[config.mk]
export PLATFORM = sky130hd
export DESIGN_NAME = bse_adc_frontend_flat
export DESIGN_NICKNAME = d
export VERILOG_FILES = /design/src/rtl/beowulf_pkg.sv /design/src/rtl/bse_adc_frontend_if.sv /design/src/rtl/bse_adc_frontend_rx.sv /design/src/rtl/bse_adc_frontend.sv /design/src/flat_wrapper.sv
export SDC_FILE = /design/constraint.sdc
export NUM_CORES = 1
export LEC_CHECK = 0
export ABC_AREA = 1
export ABC_CLOCK_PERIOD_IN_PS = 5700
export BUFFER_PORTS_ARGS = -buffer_cell sky130_fd_sc_hd__buf_2
export CAP_MARGIN = 20
export CORE_MARGIN = 8
export CORE_UTILIZATION = 68
export DETAILED_ROUTE_END_ITERATION = 10
export MAX_ROUTING_LAYER = met4
export PLACE_DENSITY = 0.86
export SLEW_MARGIN = 5
export SYNTH_ARGS = -nofsm -noshare
export SYNTH_HDL_FRONTEND = slang
export SYNTH_HIERARCHICAL = 1
export SYNTH_SLANG_ARGS = --single-unit
[constraint.sdc]
create_clock -name clk -period 5.7 [get_ports clk]
set_input_delay 0.285 -clock clk [delete_from_list [all_inputs] [get_ports clk]]
set_output_delay 0.285 -clock clk [all_outputs]
set_load 0.02 [all_outputs]
[src/rtl/beowulf_pkg.sv]
// beowulf_pkg: shared types and constants for the BSE ADC front end
package beowulf_pkg;
  typedef logic [11:0] adc12_t;
  typedef enum logic [2:0] {IDLE, SETUP, SHIFT, HOLD, DONE} bse_state_e;
  localparam int ADC_FRAME_BITS = 16;
endpackage

[src/rtl/bse_adc_frontend_if.sv]
// bse_adc_frontend_if: ADC pins and filtered BSE outputs; bse_raw exists only with BSE_RAW_TAP_EN
interface bse_adc_frontend_if;
  import beowulf_pkg::*;
  logic adc_miso;
  logic adc_sclk;
  logic adc_cs_n;
  adc12_t bse;
  logic bse_valid;
  logic bse_fault;
`ifdef BSE_RAW_TAP_EN
  adc12_t bse_raw;
  modport master (input adc_miso, output adc_sclk, adc_cs_n, bse, bse_valid, bse_fault, bse_raw);
  modport slave (output adc_miso, input adc_sclk, adc_cs_n, bse, bse_valid, bse_fault, bse_raw);
`else
  modport master (input adc_miso, output adc_sclk, adc_cs_n, bse, bse_valid, bse_fault);
  modport slave (output adc_miso, input adc_sclk, adc_cs_n, bse, bse_valid, bse_fault);
`endif
endinterface

[src/rtl/bse_adc_frontend_rx.sv]
// spi_adc_rx: sample timer, SPI mode-0 SCLK/CS generation and 16-bit MSB-first shifter
module spi_adc_rx
  import beowulf_pkg::*;
#(
  parameter int CLK_DIV       = 4,
  parameter int SAMPLE_PERIOD = 5000
) (
  input  logic                      clk,
  input  logic                      rst,
  input  logic                      miso,
  output logic                      sclk,
  output logic                      cs_n,
  output logic                      frame_done,
  output logic [ADC_FRAME_BITS-1:0] data
);
  localparam int TW = $clog2(SAMPLE_PERIOD);
  localparam int DW = $clog2(CLK_DIV);
  localparam int HW = $clog2(2 * ADC_FRAME_BITS);
  bse_state_e state_q, state_d;
  logic [TW-1:0] timer_q, timer_d;
  logic [DW-1:0] div_q, div_d;
  logic [HW-1:0] half_q, half_d;
  logic sclk_q, sclk_d;
  logic [ADC_FRAME_BITS-1:0] shift_q, shift_d;
  logic wrap, tick, busy;
  assign wrap = timer_q == TW'(SAMPLE_PERIOD - 1);
  assign tick = div_q == DW'(CLK_DIV - 1);
  assign busy = state_q inside {SETUP, SHIFT, HOLD};
  always_ff @(posedge clk or posedge rst) begin
    if (rst) begin
      state_q <= IDLE;
      timer_q <= '0;
      div_q   <= '0;
      half_q  <= '0;
      sclk_q  <= 1'b0;
      shift_q <= '0;
    end else begin
      state_q <= state_d;
      timer_q <= timer_d;
      div_q   <= div_d;
      half_q  <= half_d;
      sclk_q  <= sclk_d;
      shift_q <= shift_d;
    end
  end
  // a wrap outside IDLE is simply ignored
  always_comb begin
    state_d = state_q;
    unique case (state_q)
      IDLE:    state_d = wrap ? SETUP : IDLE;
      SETUP:   state_d = tick ? SHIFT : SETUP;
      SHIFT:   state_d = tick && half_q == HW'(2 * ADC_FRAME_BITS - 1) ? HOLD : SHIFT;
      HOLD:    state_d = tick ? DONE : HOLD;
      DONE:    state_d = IDLE;
      default: state_d = IDLE;
    endcase
  end
  always_comb begin
    timer_d = wrap ? '0 : timer_q + 1'b1;
    div_d   = busy && !tick ? div_q + 1'b1 : '0;
    half_d  = state_q != SHIFT ? '0 : tick ? half_q + 1'b1 : half_q;
    sclk_d  = state_q == SHIFT && (tick ? !sclk_q : sclk_q);
    shift_d = state_q == SHIFT && tick && !sclk_q ? {shift_q[ADC_FRAME_BITS-2:0], miso} : shift_q;
  end
  always_comb begin
    cs_n       = !busy;
    sclk       = sclk_q;
    frame_done = state_q == DONE;
    data       = shift_q;
  end
endmodule

[src/rtl/bse_adc_frontend.sv]
// bse_adc_frontend: BSE ADC read, range check, fault hysteresis and moving average
// Optional raw-code tap port bse_raw enabled by defining BSE_RAW_TAP_EN.
module bse_adc_frontend
  import beowulf_pkg::*;
#(
  parameter int     CLK_DIV       = 4,
  parameter int     SAMPLE_PERIOD = 5000,
  parameter int     AVG_LOG2      = 2,
  parameter adc12_t FAULT_LOW     = 12'd100,
  parameter adc12_t FAULT_HIGH    = 12'd3995,
  parameter int     FAULT_COUNT   = 3
) (
  input logic                  clk,
  input logic                  rst,
  bse_adc_frontend_if.master   io
);
  localparam int DEPTH = 1 << AVG_LOG2;
  localparam int SW    = 12 + AVG_LOG2;
  localparam int PW    = AVG_LOG2 > 0 ? AVG_LOG2 : 1;
  localparam int FW    = AVG_LOG2 + 1;
  localparam int CW    = $clog2(FAULT_COUNT + 1);
  logic [ADC_FRAME_BITS-1:0] frame;
  logic frame_done;
  spi_adc_rx #(.CLK_DIV(CLK_DIV), .SAMPLE_PERIOD(SAMPLE_PERIOD)) u_rx (
    .clk        (clk),
    .rst        (rst),
    .miso       (io.adc_miso),
    .sclk       (io.adc_sclk),
    .cs_n       (io.adc_cs_n),
    .frame_done (frame_done),
    .data       (frame)
  );
  adc12_t raw;
  logic unused_frame_bits;
  assign raw = frame[12:1];
  assign unused_frame_bits = ^{frame[15:13], frame[0]};
  logic [CW-1:0] bad_cnt_q, bad_cnt_d, good_cnt_q, good_cnt_d, bad_inc, good_inc;
  logic fault_q, fault_d, valid_q, valid_d;
  adc12_t win_q [DEPTH];
  adc12_t win_d [DEPTH];
  logic [PW-1:0] ptr_q, ptr_d;
  logic [FW-1:0] fill_q, fill_d;
  logic [SW-1:0] sum_q, sum_d;
  adc12_t bse_q, bse_d;
  logic bad, set_f, clr_f, take;
  assign bad      = raw < FAULT_LOW || raw > FAULT_HIGH;
  assign bad_inc  = bad_cnt_q == CW'(FAULT_COUNT) ? bad_cnt_q : bad_cnt_q + 1'b1;
  assign good_inc = good_cnt_q == CW'(FAULT_COUNT) ? good_cnt_q : good_cnt_q + 1'b1;
  assign set_f    = frame_done && bad && bad_inc == CW'(FAULT_COUNT);
  assign clr_f    = frame_done && !bad && good_inc == CW'(FAULT_COUNT);
  assign take     = frame_done && !bad;
  // unfilled window slots hold zero, so subtracting the evicted slot is always exact
  always_comb begin
    bad_cnt_d  = frame_done ? (bad ? bad_inc : '0) : bad_cnt_q;
    good_cnt_d = frame_done ? (bad ? '0 : good_inc) : good_cnt_q;
    fault_d    = set_f || (fault_q && !clr_f);
    win_d      = win_q;
    if (set_f)
      win_d = '{default: '0};
    else if (take)
      win_d[ptr_q] = raw;
    ptr_d   = set_f ? '0 : take ? (ptr_q == PW'(DEPTH - 1) ? '0 : ptr_q + 1'b1) : ptr_q;
    fill_d  = set_f ? '0 : take && fill_q != FW'(DEPTH) ? fill_q + 1'b1 : fill_q;
    sum_d   = set_f ? '0 : take ? sum_q - SW'(win_q[ptr_q]) + SW'(raw) : sum_q;
    valid_d = take && !fault_d && fill_d == FW'(DEPTH);
    bse_d   = frame_done && fault_d ? 12'hFFF : valid_d ? adc12_t'(sum_d >> AVG_LOG2) : bse_q;
  end
  always_ff @(posedge clk or posedge rst) begin
    if (rst) begin
      bad_cnt_q  <= '0;
      good_cnt_q <= '0;
      fault_q    <= 1'b1;
      valid_q    <= 1'b0;
      win_q      <= '{default: '0};
      ptr_q      <= '0;
      fill_q     <= '0;
      sum_q      <= '0;
      bse_q      <= 12'hFFF;
    end else begin
      bad_cnt_q  <= bad_cnt_d;
      good_cnt_q <= good_cnt_d;
      fault_q    <= fault_d;
      valid_q    <= valid_d;
      win_q      <= win_d;
      ptr_q      <= ptr_d;
      fill_q     <= fill_d;
      sum_q      <= sum_d;
      bse_q      <= bse_d;
    end
  end
  assign io.bse       = bse_q;
  assign io.bse_valid = valid_q;
  assign io.bse_fault = fault_q;
`ifdef BSE_RAW_TAP_EN
  adc12_t raw_q, raw_d;
  assign raw_d = frame_done ? raw : raw_q;
  always_ff @(posedge clk or posedge rst) begin
    if (rst)
      raw_q <= '0;
    else
      raw_q <= raw_d;
  end
  assign io.bse_raw = raw_q;
`endif
endmodule

[src/flat_wrapper.sv]
// flat-port wrapper written by rule: the top's interface ports become plain ports
module bse_adc_frontend_flat import beowulf_pkg::*;
#(
  parameter int     CLK_DIV       = 4,
  parameter int     SAMPLE_PERIOD = 5000,
  parameter int     AVG_LOG2      = 2,
  parameter adc12_t FAULT_LOW     = 12'd100,
  parameter adc12_t FAULT_HIGH    = 12'd3995,
  parameter int     FAULT_COUNT   = 3
)
  (clk, rst, io_adc_miso, io_adc_sclk, io_adc_cs_n, io_bse, io_bse_valid, io_bse_fault);
  bse_adc_frontend_if io_i ();
  input logic clk;
  input logic rst;
  input wire logic [$bits(io_i.adc_miso)-1:0] io_adc_miso;
  output wire logic [$bits(io_i.adc_sclk)-1:0] io_adc_sclk;
  output wire logic [$bits(io_i.adc_cs_n)-1:0] io_adc_cs_n;
  output wire logic [$bits(io_i.bse)-1:0] io_bse;
  output wire logic [$bits(io_i.bse_valid)-1:0] io_bse_valid;
  output wire logic [$bits(io_i.bse_fault)-1:0] io_bse_fault;
  assign io_i.adc_miso = io_adc_miso;
  assign io_adc_sclk = io_i.adc_sclk;
  assign io_adc_cs_n = io_i.adc_cs_n;
  assign io_bse = io_i.bse;
  assign io_bse_valid = io_i.bse_valid;
  assign io_bse_fault = io_i.bse_fault;
  bse_adc_frontend #(.CLK_DIV(CLK_DIV), .SAMPLE_PERIOD(SAMPLE_PERIOD), .AVG_LOG2(AVG_LOG2), .FAULT_LOW(FAULT_LOW), .FAULT_HIGH(FAULT_HIGH), .FAULT_COUNT(FAULT_COUNT)) u_core (.clk(clk), .rst(rst), .io(io_i));
endmodule
Word-level counts from Yosys, hierarchy flattened:

Cells that the tools add are included.

* bits in registers: 122
* output and inout port bits: 16
* word-level logic and storage cells: 107

* equality and inequality tests: 15
* $add $sub $neg: 9
* bitwise logic cells: 1
* order comparisons: 4
* reduce and logical (&&, ||, !) cells: 28
* multiplexer cells: 31

Operator list (count)
* $mux 48: 2
* $mux 12: 5
* $bwmux 48: 1
* $mux 14: 2
* $bmux 12 s2: 1
* $demux 12 s2: 1
* $mux 2: 9
* $logic_and 1x1->1: 15
* $add 14x12->14: 1
* $sub 14x12->14: 1
* $add 13x1->13 const B: 1
* $eq 13x13->1 const B: 1
* $mux 13: 1
* $eq 2x2->1 const B: 6
* $gt 12x12->1 const B: 1
* $lt 12x7->1 const B: 1
* $pmux 3 s4: 1
* $mux 5: 2
* $mux 3: 3
* $add 2x1->2 const B: 4
* $eq 3x2->1 const B: 2
* $eq 3x3->1 const B: 2
* $logic_not 1->1: 6
* $reduce_bool 2->1: 3
* other kinds (13): 16

Depth between registers and ports, before layout:

* depth in word-level cells: 13
* depth in mapped cells: 20
* mapped depth without buffers: 19

Cells and area by module:

Netlist, hierarchy kept.

By module, submodules not included
* bse_adc_frontend: area each 5108.6 um^2, cells each 631, sequential area each 2143.3 um^2, instances 1
* spi_adc_rx: area each 2030.7 um^2, cells each 244, sequential area each 1001.0 um^2, instances 1

Worst setup path after synthesis:

No wires, ideal clock.

* kind: flip-flop to flip-flop
* start point: reg u_core.ptr_q[0]
* end point: reg u_core.bse_q[8], in the netlist u_core/io.bse[8]
* arrival: 2.728 ns
* cell stages (with the launch flop): 19
* setup time: 0.076 ns
* slack: 2.897 ns
* path through: dfrtp_1 -> inv_1 -> clkbuf_1 -> nor2_1 -> o22ai_1 -> fa_1 -> inv_1 -> fa_1 -> nand2_1 -> a21oi_1 -> nand2_1 -> nand2_1 -> nand3_1 -> nand3_1 -> nand3_1 -> nand2_1 -> nand2_1 -> nand2_2 -> nand2_1

* word-level cells in the longest chain between the ends: 10

RTL lines
* start: declaration: line bse_adc_frontend.sv:41 `logic [PW-1:0] ptr_q, ptr_d;`
* start signal: assignment: line bse_adc_frontend.sv:85 `ptr_q <= ptr_d;`
* $not 2->3 (implied by the code): line bse_adc_frontend.sv:64 `sum_d = set_f ? '0 : take ? sum_q - SW'(win_q[ptr_q]) + SW'(raw) : sum_q;`
* $bmux 12 s2: line bse_adc_frontend.sv:64
* $mux 12 (implied by the code) (2 in series): line bse_adc_frontend.sv:64
* $sub 14x12->14: line bse_adc_frontend.sv:64
* $add 14x12->14: line bse_adc_frontend.sv:64
* $mux 14 (2 in series): line bse_adc_frontend.sv:64
* $mux 12 (2 in series): line bse_adc_frontend.sv:66 `bse_d = frame_done && fault_d ? 12'hFFF : valid_d ? adc12_t'(sum_d >> AVG_LOG2) : bse_q;`
* end signal: assignment: line bse_adc_frontend.sv:88 `bse_q <= bse_d;`
* end: declaration: line bse_adc_frontend.sv:44 `adc12_t bse_q, bse_d;`

Every way passes these cells. The select of a mux whose other input is x is not followed.
A chain may end at the register's enable or synchronous reset.

Final worst setup path:

* start point: reg u_core.ptr_q[0]
* end point: reg u_core.bse_q[10], in the netlist u_core/io.bse[10]

The elaborated chain is that of the path after synthesis.

==> impl_metrics.yaml <==
finish:
  share_of_post_route_cells_with_drive_strength_above_1: 0.140
  design.final.nets: 910
  final_design_area_no_fill_um2: 7680
  n_fill_cell: 700
  area_growth_syn_to_layout_pct: 9.54
  antenna_cells: 0
timing:
  finalSetupViolCount: 0
  final-hold-violation-count: 0
  grt_setup_unrepaired: "no"
  max_transition_margin: 0.452
  timing_max_transition_violations_final: 0
  ratio_of_final_minimum_period_to_clock_period: 0.721
  finalSetupTns_ns: 0
  tightest_slew_ns: 0.822
  skew_final_ns: 0.00966
  period_needed_ns: 4.11
  max_clock_freq_ghz: 0.243
floorplan:
  fp.dieArea_um2: 13800
  core_area_um2: 10200
  initial_utilization: 0.689
  die-height_um: 118
  horizontal_extent_of_the_die_um: 118
  design.portCount: 19
  floorplan.rows: 37
worst_setup_path:
  reg2reg_setup_slack_ns: 1.59
  startpoint_type: "flip-flop"
  category_of_the_critical_setup_timing_path: "flip-flop to flip-flop"
  critical_path_peak_fanout: 28
  worstPathArrival_ns: 4.57
  worst-endpoint-required_ns: 6.17
  endpoint_kind: "flip-flop"
clock_tree:
  post_cts_resize_count: 0
  tritoncts.num_buffers: 17
  path_clk_slew_ns: 0.06
  maximum_number_of_buffers_from_clock_root_to_sink: 2
  cts_tree: "built"
  clockRootBuffer: "clkbuf_8"
  htreeDepth: 4
  insertion_delay_ns: 0.54
  tritoncts_num_sinks: 122
  cts_setup_buffers: 0
power_and_ir_drop:
  share_comb_of_total_power: 0.011
  power_frac_seq: 0.451
  switchingPower_uw: 384
  vdd_ir_drop_max_mv: 0.231
  leakage_power_of_the_design_nw: 4.13
  p_sw_frac: 0.200
  cell_internal_pwr_mw: 1.54
  power_frac_clock: 0.537
  powerDensity_nw_per_um2: 250
detailed_routing:
  post-route-drc-count: 0
  final_antenna_violating_net_count: 0
  wl_per_cell_um: 15.3
  routed_wirelength_mm: 15.6
  dr.first_iter.drc_count: 536
  dr_total_vias: 5740
  drt_first_pass_iters: 5
  vias_per_cell: 5.63
placement:
  place.detailed.hpwl_mm: 10.4
  port_buffers: 18
  place_congestion: 0.928
  placedInstanceArea_um2: 7060
global_route:
  wire_length_of_the_first_global_routing_pass_mm: 26.4
  grt-ovfl-total: 0
  antenna_found_initial: 0
  global_route.usage.total: 0.241
  grt_start_max_net_pins: 86
  first_global_vias: 5559
yosys:
  synth_fp_nets: 902
  ys_warn_count: 6
  postSynthCellCount: 863
  area_of_the_mapped_netlist_um2: 7020
  synth.avg_cell_area_um2: 8.13
hold_path:
  worst_hold_check_path_type: "primary input to asynchronous set/reset pin"
run_status:
  outcome: "finished, final reports clean"
job:
  max-cap-violations: 0
## worst max-delay path: stages, from the launching register on
cell,delay (ns)
dfrtp_1,0.87
inv_1,0.60
o21ai_0,0.35
o22ai_1,0.16
fa_1,0.51
inv_1,0.04
ha_1,0.38
inv_1,0.08
nor3_1,0.24
o21ai_0,0.16
nand3_1,0.15
nor2_1,0.05
nor2_1,0.09
nand2_1,0.07
nand2_1,0.08
nand2_1,0.05
nand2_1,0.09
nand2_1,0.05
## stage by stage
| stage | util | hold WS (ns) | setup slack [ns] | power (mW) | std cells |
|---|---|---|---|---|---|
| after floorplan | - | 0.409 | 2.90 | 0.895 | 863 |
| after global placement | 0.693 | 0.241 | 1.92 | 0.901 | 985 |
| after detailed placement | 0.693 | 0.250 | 1.81 | 0.902 | 985 |
| after CTS | 0.752 | 0.232 | 1.72 | 1.94 | 1019 |
| after global routing | 0.755 | 0.275 | 1.19 | 1.98 | 1020 |
| final | 0.755 | 0.256 | 1.59 | 1.92 | 1020 |
## layer usage
layer | GRT usage | routed length (um)
met5 | - | 0
met4 | 0.111 | 443
met3 | 0.0508 | 720
met2 | 0.385 | 7800
met1 | 0.287 | 6680
## state kept, by name, summed over array words and instances (netlist names), 2 cells and up
register             flops
u_core/win_q            48
u_core/sum_q            14
u_core/u_rx/data        13
u_core/u_rx/timer_q     13
u_core/io.bse           12
u_core/u_rx/half_q       5
u_core/fill_q            3
u_core/u_rx/state_q      3
u_core/bad_cnt_q         2
u_core/good_cnt_q        2
u_core/ptr_q             2
u_core/u_rx/div_q        2
## cell usage in the layout, fill, tap and decap left out, types with 8 or more instances in the layout
cell type / count
inv_2: 10
o21ai_2: 13
dfrtp_1: 109
fa_1: 12
nor2_1: 75
o22ai_1: 12
clkbuf_16: 16
nand2_2: 15
inv_1: 130
nand2_1: 154
nand3_1: 105
nand4_1: 8
ha_1: 24
buf_2: 18
o21ai_0: 91
a21oi_1: 13
dfstp_2: 13
## path summary, 6_finish.rpt
check / end / cells after the start / start
worst max-delay path: u_core/io.bse[10] / 17 / u_core/ptr_q[0]
max in group asynchronous: u_core/io.bse[1] / 5 / rst
worst min register to register: u_core/u_rx/div_q[0] / 1 / u_core/u_rx/div_q[0]
min in group clk: u_core/u_rx/div_q[0] / 1 / u_core/u_rx/div_q[0]
worst min-delay path: u_core/u_rx/div_q[0] / 3 / rst
worst max register to register: u_core/io.bse[10] / 17 / u_core/ptr_q[0]
## timing repair
action	in CTS	in global routing
hold buffers	2	0
setup endpoints to repair	0	0
endpoints found under the hold margin	8	0
## cell type report
class,instances,area (um^2),share of cell area
repair buffers,23,153,0.0199
inverters,142,537,0.0698
well taps,136,170,0.0221
multi-input cells,565,3180,0.414
flip-flops and latches,122,3070,0.399
clock buffers,25,484,0.0630
clock inverters,7,90.1,0.0117
## power by group through the flow
stage	clock (mW)	combinational (mW)	sequential [mW]
finish	1.03	0.0217	0.867
CTS	1.05	0.0205	0.867
global placement	0	0.0187	0.882
floorplan	0	0.0128	0.882
global route	1.09	0.0254	0.867
detailed placement	0	0.0196	0.882
Power figures use the tool's default switching activity.
